`src/rtl/segway_math_pipe_if.sv`:
```
// rtl/segway_math_pipe_if.sv - sample/command bundle between PID source, balance math and motor drive
interface segway_math_pipe_if #(
  parameter int W    = 12,
  parameter int SS_W = 8
);
  logic                vld_in;
  logic signed [W-1:0] PID_cntrl;
  logic [11:0]         steer_pot;
  logic                en_steer;
  logic                pwr_up;
  logic                vld_out;
  logic signed [W-1:0] lft_spd;
  logic signed [W-1:0] rght_spd;
  logic                too_fast;
  logic [SS_W-1:0]     ss_tmr;

  modport master (
    output vld_in, PID_cntrl, steer_pot, en_steer, pwr_up,
    input  vld_out, lft_spd, rght_spd, too_fast, ss_tmr
  );

  modport slave (
    input  vld_in, PID_cntrl, steer_pot, en_steer, pwr_up,
    output vld_out, lft_spd, rght_spd, too_fast, ss_tmr
  );
endinterface

```
`src/rtl/segway_math_pipe.sv`:
```
// rtl/segway_math_pipe.sv - 3-stage Segway balance math (soft-start, steer, deadzone, saturate); SEGMATH_SLEW_EN adds output slew limit
module segway_math_pipe #(
  parameter int          W           = 12,
  parameter int          SS_W        = 8,
  parameter int          SS_STEP     = 1,
  parameter logic [11:0] STEER_MIN   = 12'h200,
  parameter logic [11:0] STEER_MAX   = 12'hE00,
  parameter logic [11:0] MIN_DUTY    = 12'h3C0,
  parameter logic [7:0]  LOW_BAND    = 8'h3C,
  parameter int          GAIN_MULT   = 4,
  parameter int          FAST_THRESH = 1536,
  parameter int          FAST_CNT    = 4,
  parameter int          SLEW        = 64
) (
  input logic               clk,
  input logic               rst_n,
  segway_math_pipe_if.slave bus
);
  localparam int PW = W + SS_W + 1;
  localparam int TW = W + 2;
  localparam int SW = W + 5;
  localparam int CW = $clog2(FAST_CNT + 1);
  localparam logic [SS_W-1:0]        SS_MAX   = '1;
  localparam logic [SS_W-1:0]        SS_INC   = SS_W'(SS_STEP);
  localparam logic signed [SW-1:0]   DUTY_S   = SW'(MIN_DUTY);
  localparam logic [SW-1:0]          BAND_U   = SW'(LOW_BAND);
  localparam logic signed [SW-1:0]   GAIN_S   = SW'(GAIN_MULT);
  localparam logic signed [SW-1:0]   SAT_HI   = SW'((2 ** (W - 1)) - 1);
  localparam logic signed [SW-1:0]   SAT_LO   = ~SAT_HI;
  localparam logic [W-1:0]           THRESH_U = W'(FAST_THRESH);
  localparam logic [CW-1:0]          CNT_MAX  = CW'(FAST_CNT);

  // low band gets a gain boost, everything else jumps past the motor deadzone
  function automatic logic signed [SW-1:0] shape(input logic signed [TW-1:0] t);
    logic signed [SW-1:0] te;
    logic [SW-1:0]        mag;
    te  = $signed({{(SW-TW){t[TW-1]}}, t});
    mag = te[SW-1] ? -te : te;
    if (te == '0)          shape = '0;
    else if (mag < BAND_U) shape = te * GAIN_S;
    else if (te[SW-1])     shape = te - DUTY_S;
    else                   shape = te + DUTY_S;
  endfunction

  function automatic logic signed [W-1:0] sat(input logic signed [SW-1:0] v);
    if (v > SAT_HI)      sat = SAT_HI[W-1:0];
    else if (v < SAT_LO) sat = SAT_LO[W-1:0];
    else                 sat = v[W-1:0];
  endfunction

`ifdef SEGMATH_SLEW_EN
  function automatic logic signed [W-1:0] slew_lim(input logic signed [W-1:0] tgt,
                                                   input logic signed [W-1:0] prev);
    logic signed [W+1:0] d;
    logic signed [W+1:0] step;
    d    = $signed({{2{tgt[W-1]}}, tgt}) - $signed({{2{prev[W-1]}}, prev});
    step = (W + 2)'(SLEW);
    if (d > step)       slew_lim = prev + W'(SLEW);
    else if (d < -step) slew_lim = prev - W'(SLEW);
    else                slew_lim = tgt;
  endfunction
`endif

  logic [11:0]          steer_c;
  logic signed [15:0]   steer_d, steer_x3, steer_sc;
  logic signed [PW-1:0] pid_prod, pid_shift;

  // stage 1 arithmetic: steer clip/centre/scale and soft-start scaling of the PID term
  always_comb begin
    if (bus.steer_pot < STEER_MIN)      steer_c = STEER_MIN;
    else if (bus.steer_pot > STEER_MAX) steer_c = STEER_MAX;
    else                                steer_c = bus.steer_pot;
    steer_d   = $signed({4'b0000, steer_c}) - 16'sd2047;
    steer_x3  = steer_d * 16'sd3;
    steer_sc  = steer_x3 >>> 4;
    pid_prod  = bus.PID_cntrl * $signed({1'b0, bus.ss_tmr});
    pid_shift = pid_prod >>> SS_W;
  end

  // soft-start ramp: one step per accepted powered sample, cleared whenever power is off
  always_ff @(posedge clk) begin
    if (!rst_n || !bus.pwr_up)         bus.ss_tmr <= '0;
    else if (bus.vld_in) begin
      if (bus.ss_tmr > SS_MAX - SS_INC) bus.ss_tmr <= SS_MAX;
      else                              bus.ss_tmr <= bus.ss_tmr + SS_INC;
    end
  end

  logic                s1_vld, s1_pwr, s1_en;
  logic signed [W-1:0] s1_pid;
  logic signed [11:0]  s1_steer;

  // stage 1 register: capture scaled terms alongside the sample's power state
  always_ff @(posedge clk) begin
    if (!rst_n) begin
      s1_vld   <= 1'b0;
      s1_pwr   <= 1'b0;
      s1_en    <= 1'b0;
      s1_pid   <= '0;
      s1_steer <= '0;
    end else begin
      s1_vld <= bus.vld_in;
      if (bus.vld_in) begin
        s1_pwr   <= bus.pwr_up;
        s1_en    <= bus.en_steer;
        s1_pid   <= pid_shift[W-1:0];
        s1_steer <= steer_sc[11:0];
      end
    end
  end

  logic signed [TW-1:0] steer_t, lft_sum, rght_sum;

  // stage 2 arithmetic: differential steer mix, widened so it cannot wrap
  always_comb begin
    steer_t  = s1_en ? $signed({{(TW-12){s1_steer[11]}}, s1_steer}) : '0;
    lft_sum  = $signed({{2{s1_pid[W-1]}}, s1_pid}) + steer_t;
    rght_sum = $signed({{2{s1_pid[W-1]}}, s1_pid}) - steer_t;
  end

  logic                 s2_vld, s2_pwr;
  logic signed [SW-1:0] s2_lft, s2_rght;

  // stage 2 register: deadzone-shaped wheel commands
  always_ff @(posedge clk) begin
    if (!rst_n) begin
      s2_vld  <= 1'b0;
      s2_pwr  <= 1'b0;
      s2_lft  <= '0;
      s2_rght <= '0;
    end else begin
      s2_vld <= s1_vld;
      if (s1_vld) begin
        s2_pwr  <= s1_pwr;
        s2_lft  <= shape(lft_sum);
        s2_rght <= shape(rght_sum);
      end
    end
  end

  logic signed [W-1:0] lft_nxt, rght_nxt;
  logic [W-1:0]        lft_mag, rght_mag;
  logic                fast;
  logic [CW-1:0]       fast_cnt, cnt_nxt;

  // stage 3 arithmetic: saturate, force zero when unpowered, then judge over-speed on the new values
  always_comb begin
`ifdef SEGMATH_SLEW_EN
    lft_nxt  = s2_pwr ? slew_lim(sat(s2_lft), bus.lft_spd)   : '0;
    rght_nxt = s2_pwr ? slew_lim(sat(s2_rght), bus.rght_spd) : '0;
`else
    lft_nxt  = s2_pwr ? sat(s2_lft)  : '0;
    rght_nxt = s2_pwr ? sat(s2_rght) : '0;
`endif
    lft_mag  = lft_nxt[W-1]  ? -lft_nxt  : lft_nxt;
    rght_mag = rght_nxt[W-1] ? -rght_nxt : rght_nxt;
    fast     = (lft_mag > THRESH_U) || (rght_mag > THRESH_U);
    if (!fast)                    cnt_nxt = '0;
    else if (fast_cnt == CNT_MAX) cnt_nxt = CNT_MAX;
    else                          cnt_nxt = fast_cnt + 1'b1;
  end

  // stage 3 register: outputs and over-speed run counter move together on each valid
  always_ff @(posedge clk) begin
    if (!rst_n) begin
      bus.vld_out  <= 1'b0;
      bus.lft_spd  <= '0;
      bus.rght_spd <= '0;
      bus.too_fast <= 1'b0;
      fast_cnt     <= '0;
    end else begin
      bus.vld_out <= s2_vld;
      if (s2_vld) begin
        bus.lft_spd  <= lft_nxt;
        bus.rght_spd <= rght_nxt;
        bus.too_fast <= (cnt_nxt == CNT_MAX);
        fast_cnt     <= cnt_nxt;
      end
    end
  end
endmodule

```
`src/flat_wrapper.sv`:
```
// flat-port wrapper written by rule: the top's interface ports become plain ports
module segway_math_pipe_flat 
#(
  parameter int          W           = 12,
  parameter int          SS_W        = 8,
  parameter int          SS_STEP     = 1,
  parameter logic [11:0] STEER_MIN   = 12'h200,
  parameter logic [11:0] STEER_MAX   = 12'hE00,
  parameter logic [11:0] MIN_DUTY    = 12'h3C0,
  parameter logic [7:0]  LOW_BAND    = 8'h3C,
  parameter int          GAIN_MULT   = 4,
  parameter int          FAST_THRESH = 1536,
  parameter int          FAST_CNT    = 4,
  parameter int          SLEW        = 64
)
  (clk, rst_n, bus_vld_in, bus_PID_cntrl, bus_steer_pot, bus_en_steer, bus_pwr_up, bus_vld_out, bus_lft_spd, bus_rght_spd, bus_too_fast, bus_ss_tmr);
  segway_math_pipe_if #(.W(W), .SS_W(SS_W)) bus_i ();
  input logic clk;
  input logic rst_n;
  input wire logic [$bits(bus_i.vld_in)-1:0] bus_vld_in;
  input wire logic [$bits(bus_i.PID_cntrl)-1:0] bus_PID_cntrl;
  input wire logic [$bits(bus_i.steer_pot)-1:0] bus_steer_pot;
  input wire logic [$bits(bus_i.en_steer)-1:0] bus_en_steer;
  input wire logic [$bits(bus_i.pwr_up)-1:0] bus_pwr_up;
  output wire logic [$bits(bus_i.vld_out)-1:0] bus_vld_out;
  output wire logic [$bits(bus_i.lft_spd)-1:0] bus_lft_spd;
  output wire logic [$bits(bus_i.rght_spd)-1:0] bus_rght_spd;
  output wire logic [$bits(bus_i.too_fast)-1:0] bus_too_fast;
  output wire logic [$bits(bus_i.ss_tmr)-1:0] bus_ss_tmr;
  assign bus_i.vld_in = bus_vld_in;
  assign bus_i.PID_cntrl = bus_PID_cntrl;
  assign bus_i.steer_pot = bus_steer_pot;
  assign bus_i.en_steer = bus_en_steer;
  assign bus_i.pwr_up = bus_pwr_up;
  assign bus_vld_out = bus_i.vld_out;
  assign bus_lft_spd = bus_i.lft_spd;
  assign bus_rght_spd = bus_i.rght_spd;
  assign bus_too_fast = bus_i.too_fast;
  assign bus_ss_tmr = bus_i.ss_tmr;
  segway_math_pipe #(.W(W), .SS_W(SS_W), .SS_STEP(SS_STEP), .STEER_MIN(STEER_MIN), .STEER_MAX(STEER_MAX), .MIN_DUTY(MIN_DUTY), .LOW_BAND(LOW_BAND), .GAIN_MULT(GAIN_MULT), .FAST_THRESH(FAST_THRESH), .FAST_CNT(FAST_CNT), .SLEW(SLEW)) u_core (.clk(clk), .rst_n(rst_n), .bus(bus_i));
endmodule
```
`config.mk`:
```
export PLATFORM = sky130hd
export DESIGN_NAME = segway_math_pipe_flat
export DESIGN_NICKNAME = d
export VERILOG_FILES = /design/src/rtl/segway_math_pipe_if.sv /design/src/rtl/segway_math_pipe.sv /design/src/flat_wrapper.sv
export SDC_FILE = /design/constraint.sdc
export NUM_CORES = 1
export LEC_CHECK = 0
export CORE_MARGIN = 5
export CORE_UTILIZATION = 30
export DETAILED_ROUTE_END_ITERATION = 10
export HOLD_SLACK_MARGIN = 0.05
export SETUP_SLACK_MARGIN = 0.05
export SLEW_MARGIN = 20
export SYNTH_ARGS = -nofsm -noshare
export SYNTH_HDL_FRONTEND = slang
export SYNTH_SLANG_ARGS = --single-unit
```
`constraint.sdc`:
```
create_clock -name clk -period 5 [get_ports clk]
set_clock_uncertainty 0.15 [all_clocks]
set_input_delay 1 -clock clk [delete_from_list [all_inputs] [get_ports clk]]
set_output_delay 1 -clock clk [all_outputs]
set_load 0.01 [all_outputs]
```
**Word level (Yosys, flattened, before mapping)**

Cells that the tools add are included.

- Add/subtract/negate cells: 13
- Multiply operators: 2
- Divide/modulo/power cells: 0
- Order comparisons: 11
- Equal/unequal tests: 2
- Shifts and indexed selects: 0
- Mux-type cells: 22
- Bitwise operators: 0
- Reduce and logical (&&, ||, !) cells: 6

Operator list:

| operator | number |
|---|---|
| two-way mux 17 bit | 8 |
| two-way mux 12 bit | 10 |
| greater-than comparator 17 x 12 -> 1 bit, second input constant | 2 |
| zero test 17 bit | 2 |
| < comparator 17 x 12 -> 1 bit, second input constant | 2 |
| < comparator 17 x 6 -> 1 bit, second input constant | 2 |
| negation 14 -> 17 bit | 2 |
| adder 14 x 11 -> 15 bit, second input constant | 2 |
| subtractor 14 x 11 -> 15 bit, second input constant | 2 |
| greater-than comparator 12 x 11 -> 1 bit, second input constant | 2 |
| negation 12 bit | 2 |
| multiplier 12 x 9 -> 20 bit | 1 |
| multiplier 16 x 3 -> 16 bit, second input constant | 1 |
| adder 12 x 14 -> 14 bit | 1 |
| two-way mux 14 bit | 1 |
| subtractor 12 x 14 -> 14 bit | 1 |
| subtractor 12 x 11 -> 13 bit, second input constant | 1 |
| greater-than comparator 12 bit, second input constant | 1 |
| < comparator 12 x 10 -> 1 bit, second input constant | 1 |
| adder 8 x 1 -> 8 bit, second input constant | 1 |
| greater-than comparator 8 bit, second input constant | 1 |
| two-way mux 8 bit | 1 |
| equality test 3 bit, second input constant | 2 |
| two-way mux 3 bit | 2 |
| 3 further kinds | 5 |

- Bits in registers: 100
- Bits in latches: 0
- RAM bits: 0
- Memory bits (read-only): 0
- Bits of input ports: 29
- Output and inout port bits: 34
- Word-level logic and storage cells: 71
- Memories kept: 0

**Depth between registers and ports, before layout**

Gate-level depths: netlist of the first run.

- Depth in word-level cells: 10
- Gate-level depth with buffers: 22
- Gate-level depth less buffers: 20

**Worst setup path after synthesis of the first run**

OpenSTA, ideal clock, no wires.

- Path kind: input -> register
- From: input port bus_PID_cntrl[5]
- To: register u_core.s1_pid[11]
- Setup time: 0.132 ns
- Arrival: 5.175 ns
- Data required time: 4.718 ns
- Slack: -0.457 ns
- Stages: 19
- Path buffers: 0
- Path through: nand2_1 fa_1 inv_1 fa_1 inv_1 fa_1 fa_1 inv_1 ha_1 nor3_1 o21ai_0 a31oi_1 o211ai_1 a31oi_1 o21bai_1 a21o_1 o31a_1 xnor2_1 a21oi_1

- Word-level cells in the longest chain between the ends: 1

RTL lines:

| element | line | text |
|---|---|---|
| start, declared | flat_wrapper.sv:21 | `input wire logic [$bits(bus_i.PID_cntrl)-1:0] bus_PID_cntrl;` |
| multiplier 12 x 9 -> 20 bit | segway_math_pipe.sv:76 | `pid_prod = bus.PID_cntrl * $signed({1'b0, bus.ss_tmr});` |
| end signal, assigned | segway_math_pipe.sv:106 | `s1_pid <= pid_shift[W-1:0];` |
| end, declared | segway_math_pipe.sv:90 | `logic signed [W-1:0] s1_pid;` |

No other way between the ends.
A chain may end at the register's enable or synchronous reset.

**Worst setup path in the final report of the first run**

- From: input port bus_PID_cntrl[6]
- To: register u_core.s1_pid[11]

Same word-level chain as after synthesis.

==> key figures, run 1 <==
Yosys
  • Netlist cell types: 71
  • Portion of netlist area occupied by mux cells: 2.60%
  • Adder and majority gate portion of the synthesized area: 28.4%
  • EDFF count, synth: 0
  • Synthesized-area fraction occupied by and/or/nand/nor cells: 19.5%
  • Syn_area_per_cell: 8.34 sq um
  • Synthesis-stage register bit count: 98
  • Sequential element share of the synthesized area: 19.6%
  • Ranking of synthesized cells by area: dfxtp_1, fa_1, ha_1
  • Dominant combinational cell family by area after synthesis: adder cells
  • Xor and xnor area share after synthesis: 6.04%
  • Cell Area, Synth: 0.0100 sq mm
  • Most used flip-flop cell after synthesis: dfxtp_1
  • Synth area leader: dfxtp_1
  • FFs w/ async S/R, synth: 0%
  • Warnings, synthesis: 0
  • Syn_nets: 1410
  • Area fraction of the dominant cell type after synthesis: 19.6%
  • Number of instances in the synthesized netlist: 1201
  • Synth Area in Compound Gates: 16.3%

Clocking
  • Clock buffer count from CTS: 9
  • CTS sink cnt: 98
  • Clk Tree Root Cell: clkbuf_16
  • Clock tree buffer depth: 2
  • Number of buffers inserted by hold repair at cts: 0
  • Total number of H-tree levels: 3
  • Clock Pin Slew Worst Setup and Hold Paths: 0.07 ns
  • TritonCTS clock tree: yes
  • Skew-Pair Late Insertion Delay: 0.35 ns

Timing
  • Hold Slack: 0.316 ns
  • Unrepaired setup endpoints after global routing: yes
  • Least-Margin Pin Slew: 1.02 ns
  • Number of failing hold endpoints at the final stage: 0
  • Worst-case headroom to the max-slew limit: 31.3%
  • Min cycle time layout: 4.99 ns
  • Count of final max-slew check failures: 0
  • Achievable Freq: 200 MHz
  • Total Negative Setup Slacks: 0 ns
  • Share of the clock period used by the worst path after layout: 99.9%
  • Finish-stage setup viols: 0

Floorplanning
  • Core Rows: 67
  • Die footprint: 0.0371 sq mm
  • Width of the chip: 193 um
  • Initial Util: 30.1%
  • Vertical die dimension: 193 um
  • Io pins: 63
  • Area of the placeable core: 0.0333 sq mm

Place
  • Routability congestion estimate: 0.819
  • Total half-perimeter wirelength after legalization and detailed placement: 19.0 mm
  • Buffers on Ports: 62
  • Number of placed instances, taps included: 1769

Cells and area
  • Fillers: 3447
  • Area occupied by multi-input gates: 0.00762 sq mm
  • Final core utilization: 37.4%
  • Count of antenna diodes in the layout: 0
  • Fraction of final layout cells sized beyond drive strength 1: 16.4%
  • Synth-to-Final Area Change: 24.4%
  • Sequential cell area: 0.00196 sq mm
  • Number of nets in the finished design: 1545
  • Final cell count without fillers: 1788

Global route
  • Initial antenna violation count: 1
  • Most heavily used metal layer in global routing: met2
  • Met1 routing resource usage after global routing: 17.7%
  • First-pass GRT wire length: 40.1 mm
  • Met2 Resource Use GR: 21.8%
  • Met3 usage in global routing: 1.68%
  • Global-route usage over all layers: 12.9%
  • Number of global-route vias before repair: 8339
  • Pin count of the biggest net entering global routing: 41
  • Global-route congestion overflow total: 0

Worst setup path
  • Worst-path maximum fanout: 4
  • Category of the worst setup path launch point: primary input
  • Cell type group with the largest total delay on the critical path: adder cells
  • Setup Crit Path Kind: primary input to flip-flop
  • Arrival time at the worst endpoint: 5.05 ns
  • Flop2flop setup slack: 0.13 ns
  • Library cell contributing the largest single delay on the critical path: fa_1
  • Worst Setup End Kind: flip-flop
  • Max stage delay on crit path: 0.53 ns
  • Worst endpoint required time: 5.06 ns
  • WP buf/inv: 5
  • Worst path cell trace: buf_6 > buf_6 > nand2_1 > fa_1 > inv_1 > fa_1 > ha_1 > inv_1 > fa_1 > inv_1 > ha_1 > nor3_2 > o21ai_2 > a31oi_4 > o211ai_1 > a31oi_2 > o21bai_1 > a21o_1 > o31a_1 > xnor2_1 > a21oi_1

Pwr
  • Ratio of total power to cell area: 203 mW/mm^2
  • Leakage power total: 5.78 nW
  • Worst VDD drop: 0.215 mV

Route
  • Post-DRT Antenna Nets: 0
  • Number of iterations in the first detailed-routing pass: 7
  • Violation count after the first detailed-route iteration: 411
  • Routed vias: 8433
  • Total Routed Length: 23.4 mm
  • Vias per inst: 4.72
  • Avg WL per Cell: 13.1 um
  • DRC violation count after routing: 0

Worst hold path
  • Hold crit path type: flip-flop to flip-flop

Job
  • Max-cap violations: 0

Status
  • Outcome: complete, no violations
kinds of logic after synthesis:
group	Yosys count
buf+inv	196
mux	26
flops	98
fa+ha+maj	180
xor+xnor	69
simple gates	399
compound gates	233
placed cells by master (no fill, tap or decap), types with 20 or more instances in the layout:
master,netlist,routed
xnor2_1,37,35
buf_4,0,104
o211ai_1,27,27
a21oi_1,47,41
inv_1,145,140
dfxtp_1,98,97
o21ai_0,32,26
a21boi_0,21,21
ha_1,101,90
fa_1,79,74
mux2i_1,26,26
nand2_1,130,122
nor2_1,83,82
and2_1,60,51
nor3_1,23,20
clkdlybuf4s50_1,0,44
nand3_1,25,23
xor2_1,32,32
cell type report:
| cell class | instances | share of cell area [%] |
|---|---|---|
| clock buffers | 11 | 1.95 |
| clock inverters | 4 | 0.291 |
| inverters | 147 | 4.43 |
| multi-input cells | 907 | 61.2 |
| flip-flops and latches | 98 | 15.8 |
| well taps | 448 | 4.50 |
| repair buffers | 173 | 11.9 |
cells in the mapped netlist, drive strengths merged, types with 10 or more instances:
master	number
a21boi	21
a21o	18
a21oi	47
and2	60
clkbuf	40
dfxtp	98
fa	79
ha	101
inv	147
mux2i	26
nand2	130
nand3	25
nor2	83
nor2b	17
nor3	23
o211ai	27
o21a	10
o21ai	38
xnor2	37
xor2	32
stage by stage:
step	power [mW]	cell area, sq um	worst slack, ns
finish	2.52	12500	0.00700
global route	2.71	12500	-0.287
CTS	2.52	12200	-0.0513
detailed placement	1.84	11900	-1.01
global placement	1.82	11900	-0.963
floorplan	1.56	10100	-0.168
final timing paths:
path                            depth (start not counted)                               start                                  to
worst max-delay path                                   21                    bus_PID_cntrl[6]      u_core.s1_pid[11]$_SDFFE_PN0P_
worst min-delay path                                    2  u_core.bus.lft_spd[0]$_SDFFE_PN0P_  u_core.bus.lft_spd[0]$_SDFFE_PN0P_
worst max register to register                         15   u_core.bus.ss_tmr[3]$_SDFFE_PP0P_      u_core.s1_pid[11]$_SDFFE_PN0P_
worst min register to register                          2  u_core.bus.lft_spd[0]$_SDFFE_PN0P_  u_core.bus.lft_spd[0]$_SDFFE_PN0P_
metal layers:
metal | routed length (um) | vias up
li1 | - | 4300
met1 | 11400 | 3977
met2 | 10800 | 133
met3 | 788 | 21
met4 | 318 | 2
met5 | 11 | -
flip-flops by register name, indices dropped and copies added, names as in the netlist, 3 cells and up:
signal,cells
u_core.fast_cnt,3
u_core.s1_pid,12
u_core.bus.ss_tmr,8
u_core.s1_steer,12
u_core.bus.rght_spd,12
u_core.s2_lft,16
u_core.s2_rght,16
u_core.bus.lft_spd,12
worst register-to-register path, cell delays in order (launching register included):
cell      delay, ns
dfxtp_1        0.68
and2_1         0.25
fa_1           0.45
fa_1           0.55
fa_1           0.44
fa_1           0.56
ha_4           0.21
a21o_1         0.18
a21oi_2        0.12
o211ai_1       0.17
a31oi_2        0.21
o21bai_1       0.10
a21o_1         0.18
o31a_1         0.25
xnor2_1        0.16
a21oi_1        0.08
where the power goes:
| part | internal [mW] | leakage (nW) | total (mW) | switching, mW |
|---|---|---|---|---|
| combinational | 0.442 | 4.85 | 0.969 | 0.527 |
| sequential | 0.832 | 0.797 | 0.884 | 0.0523 |
| clock | 0.355 | 0.134 | 0.671 | 0.315 |
what timing repair did:
action                                  CTS  global route
setup buffers                             1             3
endpoints found under the setup margin   15            13
resized for setup                        90            49
pin swaps                                41            40
cloned                                    0             0
Power figures use the tool's default switching activity.
==> run 2, diff against run 1 <==
- HOLD_SLACK_MARGIN: 0.05 -> default
==> results of run 2 <==
Same layout as run 1: the final DEF is identical, and so are final timing and power.
==> run 3, diff against run 2 <==
- CORE_MARGIN: 5 -> default
==> run 3 against run 2 <==
Effect of this change:
- count of clock-buffer cells in the layout decreased by 2
- combinational power rose by 0.7%
- first-iteration DRC count grew 1.9%
- non-clock buffer count up 2
- sequential power about the same
- global-route usage up 1.3 points
- highest routed layer is now met4
==> key figures, run 3 (synthesis results as in run 1) <==
Clocking
  • Skew-Pair Late Insertion Delay: 0.35 ns (about the same)
  • Clock buffer count from CTS: 9 (unchanged)
  • Clock tree buffer depth: 2 (unchanged)
  • Total number of H-tree levels: 3 (unchanged)
  • Clock Pin Slew Worst Setup and Hold Paths: 0.07 ns (about the same)
  • Clk Tree Root Cell: clkbuf_16 (unchanged)
  • Number of buffers inserted by hold repair at cts: 0 (unchanged)
  • CTS sink cnt: 98 (unchanged)
  • TritonCTS clock tree: yes (unchanged)

Timing
  • Number of failing hold endpoints at the final stage: 0 (unchanged)
  • Achievable Freq: 202 MHz (was 200 MHz)
  • Worst-case headroom to the max-slew limit: 30.7% (was 31.3%)
  • Share of the clock period used by the worst path after layout: 98.9% (was 99.9%)
  • Hold Slack: 0.315 ns (was 0.316 ns)
  • Min cycle time layout: 4.95 ns (was 4.99 ns)
  • Finish-stage setup viols: 0 (unchanged)
  • Unrepaired setup endpoints after global routing: yes (unchanged)
  • Setup slack after layout: 0.0533 ns (was 0.00700 ns)
  • Least-Margin Pin Slew: 1.03 ns (was 1.02 ns)
  • Count of final max-slew check failures: 0 (unchanged)

Global route
  • Global-route congestion overflow total: 0 (unchanged)
  • Pin count of the biggest net entering global routing: 41 (unchanged)
  • Global-route usage over all layers: 14.2% (was 12.9%)
  • Number of global-route vias before repair: 8334 (was 8339)
  • First-pass GRT wire length: 39.8 mm (was 40.1 mm)
  • Initial antenna violation count: 0 (was 1)

Route
  • Routed vias: 8508 (was 8433)
  • Vias per inst: 4.77 (was 4.72)
  • Avg WL per Cell: 13.0 um (was 13.1 um)
  • Total Routed Length: 23.2 mm (was 23.4 mm)
  • Number of iterations in the first detailed-routing pass: 5 (was 7)
  • Violation count after the first detailed-route iteration: 419 (was 411)
  • Post-DRT Antenna Nets: 0 (unchanged)
  • DRC violation count after routing: 0 (unchanged)

Worst setup path
  • Setup Crit Path Kind: primary input to flip-flop (unchanged)
  • Critical path launch point: bus_PID_cntrl[5] (was bus_PID_cntrl[6])
  • Worst endpoint required time: 5.06 ns (about the same)
  • Flop2flop setup slack: 0.20 ns (was 0.13 ns)
  • Worst path cell trace: buf_4 > and2_4 > fa_1 > inv_2 > fa_1 > fa_1 > inv_2 > fa_1 > ha_4 > a31oi_4 > o211ai_1 > a31oi_2 > o21bai_1 > a21o_1 > o31a_1 > xnor2_1 > a21oi_1 (was buf_6 > buf_6 > nand2_1 > fa_1 > inv_1 > fa_1 > ha_1 > inv_1 > fa_1 > inv_1 > ha_1 > nor3_2 > o21ai_2 > a31oi_4 > o211ai_1 > a31oi_2 > o21bai_1 > a21o_1 > o31a_1 > xnor2_1 > a21oi_1)
  • Max stage delay on crit path: 0.58 ns (was 0.53 ns)
  • Startpoint of the worst-slack reg-to-reg timing path: u_core.bus.ss_tmr[3]$_SDFFE_PP0P_ (unchanged)
  • Arrival time at the worst endpoint: 5.01 ns (was 5.05 ns)
  • Worst-path maximum fanout: 7 (was 4)
  • Category of the worst setup path launch point: primary input (unchanged)
  • Register-to-Register Path Depth: 16 (was 15)
  • Reg-to-reg endpoint: u_core.s1_pid[11]$_SDFFE_PN0P_ (unchanged)
  • Most repeated library cell on the critical path: fa_1
  • Worst Setup End Kind: flip-flop (unchanged)
  • Capturing instance or port of the critical path: u_core.s1_pid[11]$_SDFFE_PN0P_ (unchanged)
  • Library cell contributing the largest single delay on the critical path: fa_1 (unchanged)

Place
  • Total half-perimeter wirelength after legalization and detailed placement: 18.7 mm (was 19.0 mm)
  • Number of placed instances, taps included: 1763 (was 1769)
  • Buffers on Ports: 62 (unchanged)
  • Routability congestion estimate: 0.840 (was 0.819)
  • Placed standard-cell area: 0.0118 sq mm (was 0.0119 sq mm)
  • Pre-CTS worst setup slack: -1.01 ns (about the same)

Cells and area
  • Area of all placed cells without fillers: 0.0125 sq mm (about the same)
  • Fraction of final layout cells sized beyond drive strength 1: 17.1% (was 16.4%)
  • Number of nets in the finished design: 1547 (was 1545)
  • Most common cell after layout, fill and taps aside: inv_1 (unchanged)
  • Largest registers: u_core.s2_lft: 16 flops, u_core.s2_rght: 16 flops (unchanged)
  • Highest-count cells in the layout ignoring fill and taps: inv_1, nand2_1, buf_4 (unchanged)
  • Final cell count without fillers: 1785 (was 1788)
  • Fillers: 3423 (was 3447)
  • Synth-to-Final Area Change: 25.0% (was 24.4%)
  • Count of antenna diodes in the layout: 0 (unchanged)

Pwr
  • Leakage power total: 5.83 nW (was 5.78 nW)
  • Sum of internal, switching and leakage power: 2.60 mW (was 2.52 mW)
  • Ratio of total power to cell area: 208 mW/mm^2 (was 203 mW/mm^2)
  • Worst VDD drop: 0.160 mV (was 0.215 mV)

Floorplanning
  • Io pins: 63 (unchanged)
  • Area of the placeable core: 0.0327 sq mm (was 0.0333 sq mm)
  • Initial Util: 30.6% (was 30.1%)
  • Width of the chip: 185 um (was 193 um)
  • Core Rows: 66 (was 67)
  • Vertical die dimension: 185 um (was 193 um)
  • Die footprint: 0.0341 sq mm (was 0.0371 sq mm)

Status
  • Outcome: complete, no violations (unchanged)

Worst hold path
  • Hold crit path type: flip-flop to flip-flop (unchanged)
  • Startpoint of the most critical hold path: u_core.s2_rght[7]$_SDFFE_PN0P_ (was u_core.bus.lft_spd[0]$_SDFFE_PN0P_)

Job
  • Max-cap violations: 0 (unchanged)
[run 3: how the worst min path moves through the flow]
stage	end	slack (ns)	depth (start not counted)
6_report	u_core.s2_rght[7]$_SDFFE_PN0P_	0.31	2
5_1_grt	u_core.bus.lft_spd[0]$_SDFFE_PN0P_	0.33	2
4_1_cts	u_core.bus.rght_spd[9]$_SDFFE_PN0P_	0.32	2
3_5_place_dp	u_core.bus.rght_spd[9]$_SDFFE_PN0P_	0.31	2
2_1_floorplan	u_core.s2_rght[7]$_SDFFE_PN0P_	0.29	2
3_3_place_gp	u_core.bus.lft_spd[0]$_SDFFE_PN0P_	0.31	2
[run 3: repair_timing]
| action | CTS | global route |
|---|---|---|
| endpoints found under the setup margin | 15 | 11 |
| resized for setup | 75 | 71 |
| buffers inserted | 2 | 4 |
| pin swaps | 33 | 36 |
[run 3: area by class of cell]
class	count	area [sq um]	share of cell area [%]
clock buffer	9	225	1.80
clock inverter	7	95.1	0.760
inverter	147	552	4.41
multi-input combinational	907	7650	61.1
sequential	98	1960	15.7
tap	442	553	4.42
timing repair buffer	175	1470	11.8
[run 3: routing by layer]
| layer | wire [um] | track usage, % | up-vias |
|---|---|---|---|
| met5 | 0 | 0 | - |
| met4 | 280 | 3.37 | 0 |
| met3 | 817 | 1.90 | 22 |
| met2 | 10900 | 23.7 | 159 |
| met1 | 11300 | 19.4 | 4007 |
| li1 | - | - | 4320 |
[run 3: power by group]
| part | switching (mW) | leakage [nW] | internal, mW |
|---|---|---|---|
| Combinational | 0.533 | 4.88 | 0.443 |
| Clock | 0.341 | 0.150 | 0.403 |
| Sequential | 0.0510 | 0.797 | 0.832 |
| Total | 0.925 | 5.83 | 1.68 |
[run 3: worst max-delay path: cells and delay by family]
| family | cells | cell delay [ns] |
|---|---|---|
| compound gates | 7 | 1.10 |
| xor+xnor | 1 | 0.14 |
| fa+ha+maj | 5 | 2.36 |
| buf+inv | 3 | 0.22 |
| simple gates | 1 | 0.16 |
[run 3: metrics by stage]
stage	util, %	TNS [ns]
finish	38.3	0
global route	38.3	-0.119
CTS	37.5	-0.0609
detailed placement	36.2	-9.69
global placement	36.2	-9.53
floorplan	-	-0.237
